## src/rtl/execute_cc_mreg.sv

```systemverilog
`default_nettype none
// ============================================================================
// Module   : execute_cc_mreg
// Brief    : Y86-64 Execute back end. Holds the condition codes, evaluates
//            the jump/cmov condition and owns the E->M pipeline register.
//            Optional mispredict counter: define MISPREDICT_CNT_EN.
// Revision : 1.0 - initial release
// ============================================================================
module execute_cc_mreg #(
  parameter int         WIDTH = 64,
  parameter logic [3:0] RNONE = 4'hF
) (
  input  logic             clk,
  input  logic             rst,
  input  logic [3:0]       E_icode,
  input  logic [3:0]       E_ifun,
  input  logic [2:0]       E_stat,
  input  logic [WIDTH-1:0] E_valA,
  input  logic [3:0]       E_dstE,
  input  logic [3:0]       E_dstM,
  input  logic [WIDTH-1:0] alu_result,
  input  logic             alu_sign,
  input  logic             alu_over,
  input  logic             m_exc,
  input  logic             W_exc,
  input  logic             M_stall,
  input  logic             M_bubble,
  output logic [2:0]       cc,
  output logic             e_Cnd,
  output logic [3:0]       e_dstE,
  output logic [3:0]       M_icode,
  output logic [2:0]       M_stat,
  output logic             M_Cnd,
  output logic [WIDTH-1:0] M_valE,
  output logic [WIDTH-1:0] M_valA,
  output logic [3:0]       M_dstE,
`ifdef MISPREDICT_CNT_EN
  output logic [3:0]       M_dstM,
  output logic [31:0]      mispredict_cnt
`else
  output logic [3:0]       M_dstM
`endif
);

  localparam logic [3:0] C_INOP    = 4'h1;
  localparam logic [3:0] C_IRRMOVQ = 4'h2;
  localparam logic [3:0] C_IOPQ    = 4'h6;
  localparam logic [3:0] C_IJXX    = 4'h7;
  localparam logic [2:0] C_SAOK    = 3'd1;
  localparam logic [2:0] C_CC_RST  = 3'b100;

  logic [2:0]       r_cc;
  logic             w_set_cc;
  logic             w_zf;
  logic             w_sf;
  logic             w_of;
  logic             w_lt;
  logic             w_cnd;
  logic [3:0]       w_dste;
  logic             w_load;

  logic [3:0]       r_m_icode;
  logic [2:0]       r_m_stat;
  logic             r_m_cnd;
  logic [WIDTH-1:0] r_m_vale;
  logic [WIDTH-1:0] r_m_vala;
  logic [3:0]       r_m_dste;
  logic [3:0]       r_m_dstm;

  // Flags are suppressed while a later stage is excepting so the faulting
  // program state stays architecturally exact.
  assign w_set_cc = (E_icode == C_IOPQ) & ~m_exc & ~W_exc;

  always_ff @(posedge clk) begin
    if (rst) begin
      r_cc <= C_CC_RST;
    end else if (w_set_cc) begin
      r_cc <= {(alu_result == '0), alu_sign, alu_over};
    end
  end

  assign w_zf = r_cc[2];
  assign w_sf = r_cc[1];
  assign w_of = r_cc[0];
  assign w_lt = w_sf ^ w_of;

  always_comb begin
    w_cnd = 1'b0;
    case (E_ifun)
      4'd0:    w_cnd = 1'b1;
      4'd1:    w_cnd = w_lt | w_zf;
      4'd2:    w_cnd = w_lt;
      4'd3:    w_cnd = w_zf;
      4'd4:    w_cnd = ~w_zf;
      4'd5:    w_cnd = ~w_lt;
      4'd6:    w_cnd = ~w_lt & ~w_zf;
      default: w_cnd = 1'b0;
    endcase
  end

  // A cmov whose condition fails must not be seen as a writer by forwarding.
  assign w_dste = ((E_icode == C_IRRMOVQ) && !w_cnd) ? RNONE : E_dstE;
  assign w_load = ~M_stall & ~M_bubble;

  always_ff @(posedge clk) begin
    if (rst || (!M_stall && M_bubble)) begin
      r_m_icode <= C_INOP;
      r_m_stat  <= C_SAOK;
      r_m_cnd   <= 1'b0;
      r_m_vale  <= '0;
      r_m_vala  <= '0;
      r_m_dste  <= RNONE;
      r_m_dstm  <= RNONE;
    end else if (w_load) begin
      r_m_icode <= E_icode;
      r_m_stat  <= E_stat;
      r_m_cnd   <= w_cnd;
      r_m_vale  <= alu_result;
      r_m_vala  <= E_valA;
      r_m_dste  <= w_dste;
      r_m_dstm  <= E_dstM;
    end
  end

`ifdef MISPREDICT_CNT_EN
  logic [31:0] r_mis_cnt;

  // Branches are predicted taken, so a failing jXX condition is a mispredict.
  always_ff @(posedge clk) begin
    if (rst) begin
      r_mis_cnt <= '0;
    end else if (w_load && (E_icode == C_IJXX) && !w_cnd && (r_mis_cnt != 32'hFFFF_FFFF)) begin
      r_mis_cnt <= r_mis_cnt + 32'd1;
    end
  end

  assign mispredict_cnt = r_mis_cnt;
`endif

  assign cc      = r_cc;
  assign e_Cnd   = w_cnd;
  assign e_dstE  = w_dste;
  assign M_icode = r_m_icode;
  assign M_stat  = r_m_stat;
  assign M_Cnd   = r_m_cnd;
  assign M_valE  = r_m_vale;
  assign M_valA  = r_m_vala;
  assign M_dstE  = r_m_dste;
  assign M_dstM  = r_m_dstm;

endmodule
`default_nettype wire

```

## config.mk

```make
export PLATFORM = sky130hd
export DESIGN_NAME = execute_cc_mreg
export DESIGN_NICKNAME = d
export VERILOG_FILES = /design/src/rtl/execute_cc_mreg.sv
export SDC_FILE = /design/constraint.sdc
export NUM_CORES = 1
export LEC_CHECK = 0
export BUFFER_PORTS_ARGS = -buffer_cell sky130_fd_sc_hd__buf_2
export CAP_MARGIN = 20
export CORE_MARGIN = 1
export CORE_UTILIZATION = 35
export DETAILED_ROUTE_END_ITERATION = 8
export GPL_TIMING_DRIVEN = 1
export SYNTH_ARGS = -nofsm -noshare
export SYNTH_HDL_FRONTEND = slang
export SYNTH_SLANG_ARGS = --single-unit
```

## constraint.sdc

```tcl
create_clock -name clk -period 3.6 [get_ports clk]
set_input_delay 0.72 -clock clk [delete_from_list [all_inputs] [get_ports clk]]
set_output_delay 0.72 -clock clk [all_outputs]
set_load 0.005 [all_outputs]
```

==> impl.org, run 1 <==
** Status
- The run finished with clean final reports.

** Drt
- Final ANT Viol Nets :: 0
- The first TritonRoute pass finished after 4 iterations.
- In the routed design, unresolved DRC markers number 0.
- The highest layer touched by signal routing is met4.
- Vias/cell :: 4.88
- Sum of routed wire segments on met1 :: between 7000 and 8000 um
- After detailed routing, the average wire length per cell comes to 15.0 um.
- The first routing iteration left 227 violations.
- After detailed routing, the met3 layer carries approximately 1200 um of wire.
- Final wirelength :: around 18000 um
- For this block, the via count after detailed routing is 5798.
- Total length of routed met2 wires :: between 8000 and 9000 um

** Critical path
- Counting both buffers and inverters, the worst setup path holds a total of 1.
- The slowest stage of the critical path is the dfxtp_1 cell.
- R2r startpoint :: cc[2]
- The most critical setup path has its startpoint at cc[2].
- Largest delay contributor family on the critical path :: compound AO/OA/AOI/OAI gates
- The worst setup path is captured at an output port.
- Slowest cell delay on critical path :: about 0.48 ns
- Biggest fanout along the worst timing path :: 8
- Arrival time worst endpoint :: approximately 1.9 ns
- The number of cells on the worst reg-to-reg path is 5.
- Startpoint type of the worst setup path :: flop
- Required time worst endpoint :: 2.88 ns
- Critical R2R Capture :: M_dstE[2]
- The setup check on the worst reg-to-reg path leaves a slack of between 2 and 2.5 ns.
- Critical path cell sequence :: nand2b_1 > mux2i_1 > a221oi_2 > o2111ai_4 > nand2_1 > buf_2
- The critical path in this run is classified as reg2out.

** Place
- Area after DPL :: approximately 7500 um^2
- At the end of routability-driven placement, the weighted congestion stood at roughly 0.8.
- HPWL after detailed placement :: 12300 um
- Input and output buffers added on the ports amount to approximately 310.

** Min path
- For hold timing, the worst endpoint is M_Cnd.
- Path category of the worst min-delay check :: reg2reg
- The startpoint identified for the worst hold timing path is M_Cnd.
- Counting instances, the worst hold path has a depth of 2.

** Power and ir drop
- Summing internal, switching and leakage power gives just over 0.004 W.
- Dividing total power by cell area gives a power density of 494 nW/um^2.
- IR analysis of the VDD net gives a maximum drop of between 0.0003 and 0.0004 V.
- In this run the static leakage power is between 3 and 4 nW.

** Synth
- In the synthesized netlist the async set-or-reset flop fraction comes to 0.
- In this run the cell area of the synthesized design comes to about 5900 um^2.
- Counting instances in the post-synthesis netlist gives the leading cell types as dfxtp_1, nor2_1, a21oi_1, nor3b_1, clkbuf_1.
- The most used flip-flop cell after synthesis is dfxtp_1.
- Main area contributors after synthesis :: dfxtp_1, nor3b_1, a21oi_1
- Flip-flop and latch count after synthesis :: ~150
- Of the synthesized area, sequential elements account for 0.503.
- Synthesized netlist net count :: approximately 840
- The cell count after synthesis came out at 689.
- Yosys Warn Count :: 0
- Top cell type by total area after synthesis :: dfxtp_1
- Yosys mapped a number of flops with a built-in enable equal to 0.
- Averaged over all synthesized cells, the footprint is ~8.5 um^2.
- Top-count cell post-synth :: dfxtp_1
- The number of different library cells used by synthesis comes to 23.
- Area fraction of the dominant cell type after synthesis :: 0.503

** Layout
- After routing the design area is 8160 um^2.
- Post-layout utilization of the core :: 0.507
- Inserted Diodes :: 0
- The area growth from synthesis to layout is 39.5%.
- At the end of the flow, the number of nets in the layout was about 1100.
- In the final layout, the share of cells above drive strength 1 is 0.359.

** Timing
- Slew Limit Headroom :: 0.458
- Clock period minus worst slack :: roughly 2.6 ns
- Setup repair after global routing left no endpoint under its margin.
- Setup violations remaining at the end of the flow were counted as 0.
- Dividing the final minimum period by the clock period gives 0.735.
- Clk_skew :: about 0.0065 ns
- On the final layout, the worst hold slack is between 0.4 and 0.5 ns.
- Number of failing hold endpoints at the final stage :: 0
- Total negative slack for setup checks :: 0 ns
- Highest attainable clock frequency :: roughly 380 MHz
- At the pin with the least slew margin, the transition time is 0.813 ns.
- The final count of pins violating max slew came to 0.

** Job
- Across the run, the number of max-cap violations was 0.

** Clock tree
- Number of buffers created by CTS :: 17
- Post-CTS clock slew at the launch and capture registers of the worst setup and hold paths :: 0.06 ns
- In this run the deepest clock path goes through 2 buffers.
- In this run, post-CTS repair resized a total of 0 instances.
- The clock drives between 100 and 150 sinks.
- TritonCTS clock tree :: yes
- CTS placed an instance of clkbuf_16 at the clock tree root.
- Number of hold buffers added after CTS :: 0
- Clock insertion delay at the later pin of the skew report :: about 0.41 ns
- Post-CTS timing repair inserted 0 buffers for setup.
- The H-tree generated during clock tree synthesis spans 4 levels.

** Global route
- Remaining global-route overflow :: 0
- Across every metal layer, demand over resource in global routing totals 0.207.
- Entering global routing, the biggest net connects about 120 pins.
- Vias in the first global route :: between 5000 and 6000
- First-pass GRT wire length :: roughly 28000 um
- Initial antenna violation count :: 0

** Floorplan
- Die Footprint :: 17200 um^2
- During I/O placement, the number of pins put on the boundary was 307.
- For this configuration, the core starts out at a cell density of 0.363.
- After floorplanning, the core was divided into 46 placement rows.
- The floorplan step defined a core boundary enclosing approximately 16000 um^2.
- DIE WIDTH :: 131 um
- Height of the die :: between 100 and 150 um
## where the power goes
part | switching, W | total (W) | internal [W] | leakage (nW)
Combinational | 0.000226 | 0.000421 | 0.000195 | 2.19
Sequential | 0.0000294 | 0.00172 | 0.00169 | 1.20
Clock | 0.000696 | 0.00190 | 0.00120 | 0.303
## stage by stage
step,setup WS (ns),std cells
final,0.955,1189
after global routing,0.829,1189
after CTS,0.937,1189
after detailed placement,1.00,1157
after global placement,1.04,1157
after floorplan,1.33,689
## cells in the final DEF, fill, tap and decap left out, types with 3 or more instances in the layout
master / instances
inv_1: 5
bufinv_16: 4
nor3b_1: 132
buf_2: 303
nor2_1: 143
a31oi_1: 4
mux2i_1: 3
nand4_1: 5
buf_4: 8
clkinvlp_4: 3
dfxtp_1: 147
clkbuf_8: 3
a21oi_1: 133
clkbuf_16: 17
nand2_1: 6
nor4_1: 16
nor3_1: 9
o21bai_1: 6
buf_12: 3
nor2b_1: 8
## kinds of logic after synthesis
group                     Yosys count  synth area share
DFF                               147             0.503
AOI/OAI and AO/OA                 148             0.137
muxes                               3           0.00513
buffers and inverters              68            0.0451
and+or+nand+nor                   322             0.307
xor gates and xnor gates            1           0.00278
## flip-flops by register name, summed over array words and instances, names as in the netlist
register  flops
M_valA       64
M_valE       64
M_stat        3
M_icode       4
M_dstM        4
M_Cnd         1
cc            3
M_dstE        4
## worst max-delay path by stage
| stage | endpoint | slack [ns] | cells past startpoint |
|---|---|---|---|
| after global placement | e_dstE[1] | 1.04 | 7 |
| after detailed placement | e_dstE[1] | 1.00 | 7 |
| after CTS | e_dstE[1] | 0.94 | 6 |
| after global routing | e_dstE[2] | 0.83 | 6 |
| final | e_dstE[1] | 0.96 | 6 |
| after floorplan | e_dstE[0] | 1.33 | 5 |
## layer usage
metal  vias up  GRT usage
li1       2919          -
met1      2658      0.247
met2       198      0.343
met3        23     0.0714
met4         0     0.0749
met5         -          0
## worst min-delay path, stage by stage, from the launching register on
cell and delay, ns:
dfxtp_1 0.31, nand2_1 0.05, o2bb2ai_1 0.06
## area by class of cell
cell class,instances,area [um^2]
clock buffers,20,457
clock inverters,12,179
multi-input cells,474,2650
fillers,1608,7950
flip-flops and latches,147,2940
repair buffers,315,1650
well taps,216,270
inverters,5,18.8
Note: power is estimated with default switching activity, not from simulation.
==> run 2, diff against run 1 <==
--- a/config.mk
+++ b/config.mk
@@ -5,12 +5,14 @@
 export SDC_FILE = /design/constraint.sdc
 export NUM_CORES = 1
 export LEC_CHECK = 0
+export ABC_AREA = 1
 export BUFFER_PORTS_ARGS = -buffer_cell sky130_fd_sc_hd__buf_2
 export CAP_MARGIN = 20
 export CORE_MARGIN = 1
 export CORE_UTILIZATION = 35
 export DETAILED_ROUTE_END_ITERATION = 8
 export GPL_TIMING_DRIVEN = 1
+export PLACE_DENSITY = 0.66
 export SYNTH_ARGS = -nofsm -noshare
 export SYNTH_HDL_FRONTEND = slang
 export SYNTH_SLANG_ARGS = --single-unit
==> constraint.sdc (replaced) <==
create_clock -name clk -period 2.5 [get_ports clk]
set_input_delay 0.5 -clock clk [delete_from_list [all_inputs] [get_ports clk]]
set_output_delay 0.5 -clock clk [all_outputs]
set_load 0.005 [all_outputs]
==> run 2 against run 1 <==
- sequential power increased by 46%
- sequential cell count is the same
- wire length decreased by 6.4%
- clock skew up 0.0014 ns
- setup slack worse by 0.67 ns
- worst hold slack worse by 0.17 ns
- first-iteration DRC count increased by 12%
- largest power group unchanged
==> impl.org, run 2 <==
** Clock tree
- The number of buffers inserted to repair setup after CTS is 0 (unchanged).
- TritonCTS clock tree :: yes
- CTS H-Tree Depth :: 4 (unchanged)
- Number of buffers created by CTS :: 17 (unchanged)
- The clock latency on the worst-skew pair came to 0.41 ns (about the same).
- Bufs on Longest Clock Path :: 2 (unchanged)
- The clock transition at the registers of the reported paths came to 0.06 ns (about the same).
- Number of hold buffers added after CTS :: 0 (unchanged)
- Sinks on the clock net :: 147 (unchanged)
- # resized after CTS :: 0 (unchanged)
- CTS placed an instance of clkbuf_16 at the clock tree root.

** Timing
- Clk_skew :: 0.00789 ns (+0.00137 ns)
- Part of the cycle the worst path needs :: 0.888
- Setup repair after global routing missed its margin :: no
- The final hold violation count came to 0 (unchanged).
- Total negative slack for setup checks :: 0 ns (unchanged)
- Fin worst setup slack :: 0.280 ns (-0.675 ns)
- The worst slew margin relative to its limit is 0.636 (+0.178).
- The clock period could shrink to 2.22 ns.
- Finish-stage setup viols :: 0 (unchanged)
- The slew at the pin closest to its max-slew limit is 0.546 ns (-0.267 ns).
- Final Slew Violations :: 0 (unchanged)
- Highest attainable clock frequency :: roughly 450 MHz

** Floorplan
- Total core area :: 15100 um^2 (-6.0%)
- Number of rows in the core area :: 45 (-2.2%)
- The floorplan die area was 16000 um^2 (-7.3%).
- DIE WIDTH :: 126 um (-3.7%)
- The effective utilization at floorplan was 0.358 (-0.00533).
- The chip height was 126 um (-3.7%).
- The number of primary I/O pins came to 307 (unchanged).

** Layout
- Post-layout utilization of the core :: 0.508 (+0.00121)
- Final net count :: 1149 (+3.0%)
- Leaving out fill and tap cells, the most frequent cell in the layout is buf_2.
- The fraction of final layout cells with drive strength greater than 1 was 0.357 (-0.00119).
- Inserted Diodes :: 0 (unchanged)
- Area grow syn2layout :: 41.9%
- The library cells used most frequently in the layout, excluding fill and tap cells, are buf_2, nand2_1, dfxtp_1.

** Drt
- Vias/cell :: 4.68 (-4.1%)
- The number of iterations in the first detailed-routing pass is 7 (+3).
- The routed wire length per instance was 14.0 um (-6.8%).
- Total number of vias :: 5590 (-3.6%)
- DRC violation count after routing :: 0 (unchanged)
- The total wire length is 16700 um (-6.4%).
- Final ANT Viol Nets :: 0 (unchanged)
- DRC violation total after the first TritonRoute iteration :: 254 (+12%)

** Synth
- The mean area per synthesized cell came to 7.68 um^2 (-9.6%).
- Top cells by instance count after synthesis :: nand2_1, dfxtp_1, a21oi_1, inv_1, o21ai_0
- The proportion of synthesized flip-flops having asynchronous set or reset came to 0 (unchanged).
- Number of different library cells in the post-synthesis netlist :: 21 (-8.7%)
- The share of synthesized area occupied by flip-flops and latches is 0.543 (+0.0402).
- Top cell type by total area after synthesis :: dfxtp_1
- Post-Synthesis Cells :: 706 (+2.5%)
- Main area contributors after synthesis :: dfxtp_1, nand2_1, a21oi_1
- The netlist area before placement came to 5420 um^2 (-7.4%).
- Flip-flop and latch count after synthesis :: 147 (unchanged)
- The count of flip-flops with a built-in enable after synthesis came to 0 (unchanged).
- Among all cell types in the netlist, the one instantiated most often is nand2_1.
- Main synth FF type :: dfxtp_1
- Yosys Warn Count :: 0 (unchanged)
- Area fraction of the dominant cell type after synthesis :: 0.543 (+0.0402)
- Synthesized netlist net count :: 861 (+2.0%)

** Critical path
- Required time worst endpoint :: 2.00 ns (-0.88 ns)
- Traced cell by cell, the critical path runs through inv_1 > o21a_1 > nand2_1 > nand2_1 > nand2_1 > nand2_1 > nand2_1 > buf_2.
- Slowest cell delay on critical path :: 0.43 ns (-0.05 ns)
- The critical path is of the reg2out type.
- Among all stages on the critical path, the largest delay is contributed by dfxtp_1.
- Among the stages of the critical path, the cell type that occurs most often is nand2_1.
- Arrival time worst endpoint :: 1.72 ns (-0.20 ns)
- The largest fanout of any net on the critical path came to 5 (-3).
- The worst setup path is captured at an output port.
- The worst setup path is launched from a flop.

** Place
- The setup slack at placement came to 0.491 ns (-0.510 ns).
- HPWL after detailed placement :: 11700 um (-4.7%)
- The final weighted congestion in routability-driven placement came to 0.769 (-3.8%).
- Number of buffers inserted by port buffering :: 306 (unchanged)

** Min path
- Path category of the worst min-delay check :: in2reg

** Power and ir drop
- NetSw :: 0.00141 W (+49%)
- The power per cell area came to 755 nW/um^2 (+53%).
- The part of the total power dissipated in sequential elements is 0.432 (+0.006).
- Internal power :: 0.00440 W (+43%)
- The share of power burned in the clock network is 0.468 (-0.002).
- The switching part of the total power is 0.243 (+0.00746).
- The leakage dissipation is 3.77 nW (+2.3%).
- The combinational group share of total power is 0.100 (-0.004).
- The peak supply drop was 0.000425 V (+33%).

** Global route
- The number of antenna violations at the first check in global routing is 0 (unchanged).
- Vias in the first global route :: 5054 (-7.6%)
- The maximum number of pins on one net before global-route repair came to 90 (-27%).
- Overall Global Routing Usage :: 0.204 (-0.00350)
- First-pass GRT wire length :: 25500 um (-10%)
- Remaining global-route overflow :: 0 (unchanged)

** Status
- The run finished with clean final reports.

** Job
- The number of maximum-capacitance constraint violations is 0 (unchanged).
[run 2: cell type report]
| type | instances | area [um^2] |
|---|---|---|
| Tap cell | 188 | 235 |
| Sequential cell | 147 | 2940 |
| Clock inverter | 14 | 201 |
| Inverter | 58 | 218 |
| Fill cell | 1529 | 7450 |
| Timing Repair Buffer | 314 | 1600 |
| Multi-Input combinational cell | 456 | 2060 |
| Clock buffer | 18 | 429 |
[run 2: critical path, delay by kind of cell, from the launching register on]
kind	cells	cell delay, ns
compound gates	1	0.16
simple gates	5	0.51
buf+inv	2	0.19
flops	1	0.43
[run 2: worst paths after layout]
kind,start,endpoint,slack (ns),cells after the start
hold reg to reg,M_valE[32],M_valE[32],0.46,2
setup reg to reg,cc[2],M_dstE[1],1.14,9
setup / recovery,cc[2],e_dstE[2],0.28,8
hold / removal,E_stat[0],M_stat[0],0.29,3
[run 2: logic make-up (layout without fill, tap and decap cells)]
family	count (synthesis)	in the layout	synth area share
AOI/OAI and AO/OA	189	189	0.186
buffers and inverters	103	404	0.0778
DFF	147	147	0.543
and+or+nand+nor	267	267	0.194
[run 2: routing by layer]
metal  routed length [um]  part of all wire  GRT usage
met1                 7220              0.43      0.250
met2                 7810              0.47      0.330
met3                 1440             0.086     0.0738
met4                  229             0.014     0.0702
met5                    0                 0          0
[run 2: per-stage QoR]
stage / std cells / hold slack (ns) / area (um^2) / total power (W)
4_1_cts: 1195 / 0.275 / 7690 / 0.00587
5_1_grt: 1195 / 0.297 / 7690 / 0.00606
3_5_place_dp: 1163 / 0.449 / 7060 / 0.00315
3_3_place_gp: 1163 / 0.445 / 7060 / 0.00314
6_report: 1195 / 0.295 / 7690 / 0.00581
2_1_floorplan: 706 / 0.456 / 5420 / 0.00283
[run 2: power by group through the flow]
stage / Combinational (W) / Clock (W) / Sequential, W
finish: 0.000581 / 0.00272 / 0.00251
CTS: 0.000590 / 0.00278 / 0.00251
global placement: 0.000585 / 0 / 0.00256
detailed placement: 0.000589 / 0 / 0.00256
global route: 0.000653 / 0.00289 / 0.00252
floorplan: 0.000258 / 0 / 0.00257
==> run 3, diff against run 2 <==
--- a/config.mk
+++ b/config.mk
@@ -6,7 +6,7 @@
 export NUM_CORES = 1
 export LEC_CHECK = 0
 export ABC_AREA = 1
-export BUFFER_PORTS_ARGS = -buffer_cell sky130_fd_sc_hd__buf_2
+export BUFFER_PORTS_ARGS = -buffer_cell sky130_fd_sc_hd__buf_4
 export CAP_MARGIN = 20
 export CORE_MARGIN = 1
 export CORE_UTILIZATION = 35
==> run 3 against run 2 <==
- cell area increased by 10%
- largest cell class unchanged
- non-clock buffer count up 1
- die area unchanged
==> impl.org, run 3 (synthesized netlist as in run 2, its figures left out) <==
** Drt
- Length of the first detailed-routing pass in iterations :: 4 (-3)
- Final wirelength :: 17300 um (+3.7%)
- Final ANT Viol Nets :: 0 (unchanged)
- DRC violation total after the first TritonRoute iteration :: 252 (-0.79%)
- DRC violation count after routing :: 0 (unchanged)
- The average via count per standard cell was 4.67 (-0.21%).
- Wirelength per Cell :: 14.5 um (+3.7%)
- Total number of vias :: 5578 (-0.21%)

** Layout
- The fraction of final layout cells with drive strength greater than 1 was 0.357 (unchanged).
- The final antenna diode count was 0 (unchanged).
- The filler-free cell count of the finished design came to 1195 (unchanged).
- Most common cell after layout, fill and taps aside :: buf_4
- Final net count :: 1150 (+0.087%)
- The library cells used most frequently in the layout, excluding fill and tap cells, are buf_4, nand2_1, dfxtp_1.
- Area grow syn2layout :: 56.5%

** Timing
- The upper clock frequency limit was 437 MHz (-3.0%).
- Worst slew pin tran :: 0.953 ns (+0.407 ns)
- The final count of pins violating max slew came to 0 (unchanged).
- The clock skew was 0.00490 ns (-0.00300 ns).
- Slew Limit Headroom :: 0.364 (-0.272)
- The final critical path time including I/O delays and setup is 2.29 ns (+0.0695 ns).
- Number of failing hold endpoints at the final stage :: 0 (unchanged)
- The share of the clock period used by the worst path after layout is 0.916 (+0.0278).
- The final-layout setup total negative slack came to 0 ns (unchanged).
- Finish-stage setup viols :: 0 (unchanged)
- Setup repair after global routing left no endpoint under its margin.

** Clock tree
- The H-tree depth reported by CTS was 4 (unchanged).
- In this run the clock root is driven by a clkbuf_16.
- The CTS sink count is 147 (unchanged).
- The number of gates given a new drive strength after cts is 0 (unchanged).
- The clock transition at the registers of the reported paths came to 0.06 ns (about the same).
- Number of buffers created by CTS :: 17 (unchanged)
- The number of buffers inserted to repair setup after CTS was 0 (unchanged).
- The quantity of hold-fixing buffers added after cts is 0 (unchanged).
- Clock insertion delay at the later pin of the skew report :: 0.41 ns (about the same)
- Bufs on Longest Clock Path :: 2 (unchanged)
- TritonCTS built the clock tree.

** Global route
- The maximum number of pins on one net before global-route repair came to 90 (unchanged).
- The total routing resource utilization after global routing was 0.217 (+0.0135).
- The wire length of the first global-routing pass was 27100 um (+6.3%).
- Vias in the first global route :: 5314 (+5.1%)
- The number of antenna violations at the first check in global routing came to 0 (unchanged).
- The sum of overflow across all layers after global routing was 0 (unchanged).

** Critical path
- Required time worst endpoint :: 2.00 ns (about the same)
- Biggest fanout along the worst timing path :: 5 (unchanged)
- Slowest cell delay on critical path :: 0.43 ns (about the same)
- Most frequent cell on the critical path :: nand2_1
- STA classifies the critical path endpoint as an output port.
- On the critical path the largest part of the delay comes from simple AND/OR/NAND/NOR gates.
- Total stage count of the critical path :: 8 (unchanged)
- The reg2reg setup slack was 1.06 ns (-0.08 ns).
- The worst setup path is launched from a flop.
- The critical path is of the reg2out type.
- The signal on the critical path passes through inv_1 > o21a_1 > nand2_1 > nand2_1 > nand2_1 > nand2_1 > nand2_1 > buf_4.
- The number of cells on the worst reg-to-reg path came to 11 (+2).
- The endpoint arrival time on the critical path came to 1.79 ns (+0.07 ns).
- The largest individual stage delay along the critical path comes from the cell dfxtp_1.
- Critical path buffers and inverters :: 2 (unchanged)

** Floorplan
- Number of rows in the core area :: 45 (unchanged)
- The number of primary I/O pins came to 307 (unchanged).
- The floorplan die width is 126 um (unchanged).
- The chip height is 126 um (unchanged).
- Die Footprint :: 16000 um^2 (unchanged)
- Effective utilization at floorplan :: 0.358 (unchanged)
- Total core area :: 15100 um^2 (unchanged)

** Power and ir drop
- The power per cell area was 697 nW/um^2 (-7.7%).
- Maximum vdd ir drop :: 0.000467 V (+9.7%)
- The leakage dissipation is 3.95 nW (+4.7%).

** Status
- Run status :: completed

** Place
- HPWL after detailed placement :: 12400 um (+6.3%)
- Instance count after placement with tap cells included :: 1164 (+0.086%)
- Final weighted congestion of routability-driven global placement :: 0.776 (+0.94%)
- Number of buffers inserted by port buffering :: 306 (unchanged)

** Min path
- Worst Hold Depth :: 3 (unchanged)
- Path category of the worst min-delay check :: in2reg

** Job
- The number of maximum-capacitance constraint violations was 0 (unchanged).
[run 3: worst paths after layout]
kind               from          to
max               cc[2]   e_dstE[3]
min           E_dstM[1]   M_dstM[1]
max reg2reg       cc[0]   M_dstE[3]
min reg2reg  M_valA[45]  M_valA[45]
[run 3: report_power, final]
group / total (W) / internal (W) / switching [W]
registers: 0.00252 / 0.00246 / 0.0000584
clock network: 0.00268 / 0.00170 / 0.000988
logic: 0.000714 / 0.000383 / 0.000331
total: 0.00591 / 0.00454 / 0.00138
[run 3: final cells by class]
cell class / instances / area [um^2]
inverters: 58 / 218
fillers: 1471 / 6660
clock buffers: 19 / 443
flip-flops and latches: 147 / 2940
well taps: 188 / 235
clock inverters: 12 / 180
multi-input cells: 456 / 2060
repair buffers: 315 / 2400
[run 3: metal layers]
metal	vias to the layer above	GRT usage	part of all wire
met5	-	0	0
met4	0	0.0836	0.014
li1	2849	-	-
met3	14	0.0763	0.095
met1	2492	0.270	0.42
met2	223	0.345	0.47
[run 3: through the flow]
stage          total power, W  setup slack (ns)  hold slack [ns]  cell area, um^2   util
2_1_floorplan         0.00283             0.983            0.456             5420      -
3_3_place_gp          0.00328             0.442            0.449             7860  0.519
3_5_place_dp          0.00329             0.390            0.452             7860  0.519
4_1_cts               0.00598             0.128            0.279             8480  0.560
5_1_grt               0.00616            0.0301            0.295             8480  0.560
6_report              0.00591             0.211            0.301             8480  0.560
[run 3: worst register-to-register path: cells and delay by family (launching register included)]
kind / cells / cell delay (ns)
buffers and inverters: 1 / 0.06
DFF: 1 / 0.36
and+or+nand+nor: 10 / 0.91
